[src/rtl/trace_pkg.sv]
// Shared types for the pipeline trace buffer:
// capture state encoding and capture-mode constants.
package trace_pkg;

  typedef enum logic [1:0] {
    IDLE  = 2'd0,
    ARMED = 2'd1,
    POST  = 2'd2,
    DONE  = 2'd3
  } state_e;

  localparam logic [1:0] MODE_CONT = 2'b00;
  localparam logic [1:0] MODE_TRIG = 2'b01;
  localparam logic [1:0] MODE_SHOT = 2'b10;

endpackage

[src/rtl/trace_ram.sv]
// Trace storage: one write port, one registered read port.
// A same-edge write to the read address is forwarded.
module trace_ram #(
  parameter  int DEPTH = 16,
  parameter  int WIDTH = 32,
  localparam int AW    = $clog2(DEPTH)
) (
  input  logic             clk,
  input  logic             we_i,
  input  logic [AW-1:0]    waddr_i,
  input  logic [WIDTH-1:0] wdata_i,
  input  logic [AW-1:0]    raddr_i,
  output logic [WIDTH-1:0] rdata_o
);

  logic [WIDTH-1:0] mem_q [DEPTH];
  logic [WIDTH-1:0] rdata_q;

  always_ff @(posedge clk) begin
    if (we_i) mem_q[waddr_i] <= wdata_i;
    rdata_q <= (we_i && waddr_i == raddr_i)
             ? wdata_i : mem_q[raddr_i];
  end

  assign rdata_o = rdata_q;

endmodule

[src/rtl/pipe_trace_buffer.sv]
// Circular trace of pipeline channels plus cycle stamp,
// with arm / trigger / post-trigger capture control.
module pipe_trace_buffer
  import trace_pkg::*;
#(
  parameter  int CHANNELS  = 5,
  parameter  int CH_WIDTH  = 32,
  parameter  int DEPTH     = 16,
  parameter  int CNT_WIDTH = 32,
  localparam int AW        = $clog2(DEPTH),
  localparam int DW        = CHANNELS * CH_WIDTH
) (
  input  logic                 clk,
  input  logic                 rst,
  input  logic                 in_valid,
  input  logic [DW-1:0]        ch_data,
  input  logic                 arm,
  input  logic                 trig,
  input  logic [1:0]           mode,
  input  logic [AW-1:0]        post_count,
  input  logic [AW-1:0]        rd_addr,
  output logic [DW-1:0]        rd_data,
  output logic [CNT_WIDTH-1:0] rd_stamp,
  output logic [CNT_WIDTH-1:0] cycle_count,
  output logic [AW:0]          fill,
  output logic [AW-1:0]        trig_index,
  output logic                 triggered,
  output logic                 busy,
  output logic                 done
);

  localparam int          EW   = DW + CNT_WIDTH;
  localparam logic [AW:0] FULL = (AW+1)'(DEPTH);

  state_e               state_q, state_d;
  logic [CNT_WIDTH-1:0] cnt_q;
  logic [AW-1:0]        wr_ptr_q, wr_ptr_d;
  logic [AW:0]          fill_q, fill_d;
  logic [AW-1:0]        trig_ptr_q, trig_ptr_d;
  logic                 trg_q, trg_d;
  logic [AW-1:0]        rem_q, rem_d;
  logic [1:0]           mode_q, mode_d;
  logic                 rd_ok_q;
  logic                 cap;
  logic [AW-1:0]        rd_phys;
  logic [EW-1:0]        ram_rd;

  always_ff @(posedge clk or posedge rst) begin
    if (rst) begin
      state_q    <= IDLE;
      cnt_q      <= '0;
      wr_ptr_q   <= '0;
      fill_q     <= '0;
      trig_ptr_q <= '0;
      trg_q      <= 1'b0;
      rem_q      <= '0;
      mode_q     <= MODE_CONT;
      rd_ok_q    <= 1'b0;
    end else begin
      state_q    <= state_d;
      cnt_q      <= cnt_q + 1'b1;
      wr_ptr_q   <= wr_ptr_d;
      fill_q     <= fill_d;
      trig_ptr_q <= trig_ptr_d;
      trg_q      <= trg_d;
      rem_q      <= rem_d;
      mode_q     <= mode_d;
      rd_ok_q    <= {1'b0, rd_addr} < fill_d;
    end
  end

  always_comb begin
    state_d    = state_q;
    wr_ptr_d   = wr_ptr_q;
    fill_d     = fill_q;
    trig_ptr_d = trig_ptr_q;
    trg_d      = trg_q;
    rem_d      = rem_q;
    mode_d     = mode_q;
    cap        = 1'b0;
    if (arm) begin
      state_d  = ARMED;
      wr_ptr_d = '0;
      fill_d   = '0;
      trg_d    = 1'b0;
      mode_d   = mode;
    end else if (in_valid &&
                 (state_q == ARMED || state_q == POST)) begin
      cap      = 1'b1;
      wr_ptr_d = wr_ptr_q + 1'b1;
      if (fill_q != FULL) fill_d = fill_q + 1'b1;
      unique case (1'b1)
        state_q == POST: begin
          rem_d = rem_q - 1'b1;
          if (rem_q == AW'(1)) state_d = DONE;
        end
        mode_q == MODE_CONT: begin
          if (trig && !trg_q) begin
            trg_d      = 1'b1;
            trig_ptr_d = wr_ptr_q;
          end
        end
        mode_q == MODE_SHOT: begin
          if (fill_q == FULL - 1'b1) state_d = DONE;
        end
        default: begin
          // Reserved mode 11 falls here and acts as trigger-stop.
          if (trig) begin
            trg_d      = 1'b1;
            trig_ptr_d = wr_ptr_q;
            rem_d      = post_count;
            state_d    = (post_count == '0) ? DONE : POST;
          end
        end
      endcase
    end
  end

  // Address from post-edge pointers so data shows the new state.
  assign rd_phys = wr_ptr_d - fill_d[AW-1:0] + rd_addr;

  trace_ram #(
    .DEPTH (DEPTH),
    .WIDTH (EW)
  ) u_ram (
    .clk     (clk),
    .we_i    (cap),
    .waddr_i (wr_ptr_q),
    .wdata_i ({ch_data, cnt_q}),
    .raddr_i (rd_phys),
    .rdata_o (ram_rd)
  );

  always_comb begin
    busy        = (state_q == ARMED) || (state_q == POST);
    done        = (state_q == DONE);
    triggered   = trg_q;
    fill        = fill_q;
    cycle_count = cnt_q;
    trig_index  = trg_q
                ? trig_ptr_q - (wr_ptr_q - fill_q[AW-1:0])
                : '0;
    rd_data     = rd_ok_q ? ram_rd[EW-1:CNT_WIDTH] : '0;
    rd_stamp    = rd_ok_q ? ram_rd[CNT_WIDTH-1:0] : '0;
  end

endmodule
[config.mk]
export PLATFORM = sky130hd
export DESIGN_NAME = pipe_trace_buffer
export DESIGN_NICKNAME = d
export VERILOG_FILES = /design/src/rtl/trace_pkg.sv /design/src/rtl/trace_ram.sv /design/src/rtl/pipe_trace_buffer.sv
export SDC_FILE = /design/constraint.sdc
export NUM_CORES = 2
export LEC_CHECK = 0
export CAP_MARGIN = 0
export CORE_ASPECT_RATIO = 1.25
export CORE_MARGIN = 1
export CORE_UTILIZATION = 60
export CTS_CLUSTER_SIZE = 16
export DETAILED_ROUTE_END_ITERATION = 10
export PLACE_DENSITY_LB_ADDON = 0.12
export REMOVE_ABC_BUFFERS = 1
export SKIP_CTS_REPAIR_TIMING = 1
export SLEW_MARGIN = 25
export SYNTH_ARGS = -nofsm -noshare
export SYNTH_HDL_FRONTEND = slang
export SYNTH_SLANG_ARGS = --single-unit
[constraint.sdc]
create_clock -name clk -period 10.1 [get_ports clk]
set_clock_uncertainty 0.2 [all_clocks]
set_input_delay 2.02 -clock clk [delete_from_list [all_inputs] [get_ports clk]]
set_output_delay 2.02 -clock clk [all_outputs]
set_load 0.02 [all_outputs]
==> metrics.txt <==
result of the run=completed; hold path depth=2; met3 wire length=26.9 mm; boundary pin count=411; worst-case hold path end point=trig_ptr_q[0]; number of nets in the layout=5,889; total wire length=273 mm; vias in the first global route=58.1k; met1 wire length=111 mm; worst setup slack after placement=4.14 ns; initial core utilization=60.5%; dominant cells by area after synthesis=edfxtp_1 (77%), mux4_2 (14%), mux2i_1 (3.2%), dfrtp_1 (1.2%), o22ai_1 (0.83%); number of clock sinks=3,131; synthesized area per cell=23.3 µm²; clk_lat worst skew=0.90 ns; Crit-path slowest cell=buf_4; Min-Delay Path Class=reg2reg; number of core rows=182; height of the chip=501 µm; placement-stage cell area=0.127 mm²; final critical-path required period=6.78 ns; r2r setup slk=6.09 ns; pin count of the biggest net entering global routing=134; post-detail-place hpwl=134 mm; leading cell type by number of instances after synthesis=edfxtp_1; first-pass GRT wire length=396 mm; full die area=0.201 mm²; most used flip-flop cell after synthesis=edfxtp_1; origin of the worst min-delay path=trig_ptr_q[0]; share of the core filled with cells in the final layout=68.9%; count of maximum capacitance violations=0; number of DRC violations after detailed-routing iteration 0=5,757; total of flip-flops plus latches after synthesis=3,131; PwrDens=245 mW/mm²; count of distinct cell types in the synthesized netlist=56; Max stage delay on crit path=0.90 ns; critical path's top delay family=buffers and inverters; maximum buffer depth of the clock tree=4; maximum vdd drop=289 µV; critical path type=reg2out; First-pass DRT Iterations=5; total core area=0.197 mm²; number of antenna violations at the first check in global routing=25; unrepaired setup endpoints after global routing=false; CTS H-tree depth=5; Via Count=55.9k; antenna-violating nets left=0; period utilization=67.1%; sort of element at the end of the critical path=primary output; capturing point of the worst reg2reg path=u_ram.mem_q[3][60]; layout overhead on the synthesized area=13.8%; die outline width=401 µm; Worst setup SP type=flip-flop; Yosys top cell by area=edfxtp_1; critical path cell sequence=buf_12 -> buf_4 -> mux2i_1 -> o22ai_1 -> clkdlybuf4s50_1; worst reg2reg path startpoint=state_q[0]; flip-flop and latch area=0.0937 mm²; Detail Route met2 WL=131 mm; headroom to the max-slew limit=21.4%; total standard cell area after synthesis=0.120 mm²; number of cells traversed by the worst register-to-register path=6; data required time of the critical path=7.88 ns; arrival time of the worst setup path=4.56 ns; share of final-layout standard cells stronger than drive strength 1=21.5%; Root Buffer=clkbuf_16; Hold Vio Cnt, Final=0; Seq/Total Area, Yosys=78.4%; TritonCTS clock tree=built; number of flops mapped to enable cells by yosys=3,072; clock input transition at the sequential cells of the worst setup and hold paths=0.06 ns; final weighted congestion of routability-driven global placement=0.761; synthesized instance count=5,131; smallest setup slack after layout=3.32 ns; share of synthesized flip-flops with an asynchronous set or reset=1.76%; number of filler cells placed in the layout=12.0k; via density per instance=6.61; final count of negative-setup-slack endpoints=0; worst-margin pin slew=1.18 ns; final design area excluding fillers=0.136 mm²; area occupied by multi-input gates=0.0243 mm²; global-route usage over all layers=27.4%; count of unresolved DRC violations after routing=0; number of buffers added on ports=410; most numerous cell types in the synthesized netlist=edfxtp_1 (3,072), mux4_2 (735), mux2i_1 (384); Leak=43.8 nW; Slew Viols, Final=0; Highest Signal Layer=met5; CP Max Fanout=88; worst-case hold slack=0.308 ns; area share of the largest cell type after synthesis=77.2%; Worst Path Buf+Inv=3; yosys warns=0; cts bufs inserted=310; remaining global-route overflow=0; Avg WL per Cell=32.2 µm; peak clock frequency supported by timing=0.148 GHz
==> stage by stage <==
| step | setup TNS [ns] | total power [mW] | cells |
|---|---|---|---|
| 3_5_place_dp | 0 | 22.9 | 7948 |
| 2_1_floorplan | -5088.02 | 22.5 | 4859 |
| 6_report | 0 | 33.3 | 8468 |
| 5_1_grt | 0 | 34.4 | 8461 |
| 3_3_place_gp | 0 | 22.9 | 7948 |
| 4_1_cts | 0 | 33.5 | 8456 |
==> worst max-delay path by stage <==
stage | startpoint | to | slack (ns) | cells after the start
after floorplan | flip-flop | rd_data[0] | -26.59 | 3
after global placement | in_valid | flip-flop | 4.02 | 9
after detailed placement | arm | u_ram.mem_q[12][182] | 4.14 | 6
after CTS | flip-flop | rd_data[4] | 3.25 | 6
after global routing | flip-flop | rd_data[4] | 3.10 | 6
final | flip-flop | rd_data[138] | 3.32 | 5
==> layout make-up <==
class	count	area share [%]
Sequential cell	3131	68.9
Multi-Input combinational cell	1688	17.9
Tap cell	2576	2.37
Antenna cell	11	0.0202
Clock inverter	127	0.742
Clock buffer	381	6.01
Timing Repair Buffer	514	3.92
Inverter	40	0.110
==> cell usage in the layout, fill, tap and decap left out, types with 11 or more instances in the layout <==
cell             Yosys  layout
a22o_1              15      15
a32oi_1             18      18
and2_4               0      16
a22oi_1             15      15
nand4_1             27      27
inv_1               40      39
nor2_1              21      21
clkdlybuf4s50_1      0     410
diode_2              0      11
nand3_1             16      16
o22ai_1            159     159
xnor2_1             34      33
buf_12               0      34
clkbuf_1            77      63
mux4_2             735     735
clkbuf_16            0     316
bufinv_16            0      17
dfrtp_1             55      55
nand2_1             77      76
clkinv_1             0      61
mux2i_1            384     384
o211ai_1            18      18
and3_1              19      19
clkinv_2             0      44
edfxtp_1          3072    3072
ha_1                23      23
a221o_1             15      15
buf_4               11      68
==> report_power, final <==
| group | internal [mW] | total, mW | switching [mW] |
|---|---|---|---|
| registers | 14.4 | 14.5 | 0.106 |
| clock network | 6.13 | 10.7 | 4.56 |
| logic | 3.76 | 8.12 | 4.36 |
==> state kept, by name, indices dropped and copies added, names as in the netlist, named ones only <==
register / flops
cycle_count: 32
fill: 5
mode_q: 2
rd_ok_q: 1
rem_q: 4
state_q: 2
trig_ptr_q: 4
triggered: 1
u_ram.mem_q: 3072
wr_ptr_q: 4
==> routing by layer <==
| layer | vias up | global-route usage, % |
|---|---|---|
| met5 | - | 0 |
| met4 | 32 | 5.55 |
| met3 | 369 | 7.70 |
| met2 | 2442 | 42.5 |
| met1 | 30200 | 39.6 |
| li1 | 22900 | - |
==> worst min-delay path, stage by stage, from the launching register on <==
cell and delay (ns):
dfrtp_1 0.36, nand2_1 0.05, o21ai_0 0.06
==> cells by family after synthesis <==
| family | synth area share (%) |
|---|---|
| fa+ha+maj | 0.341 |
| xor+xnor | 0.315 |
| flops | 78.4 |
| mux | 17.1 |
| buf+inv | 1.30 |
| simple gates | 0.967 |
| compound gates | 1.59 |
No activity file was read; power rests on OpenSTA's default activity.
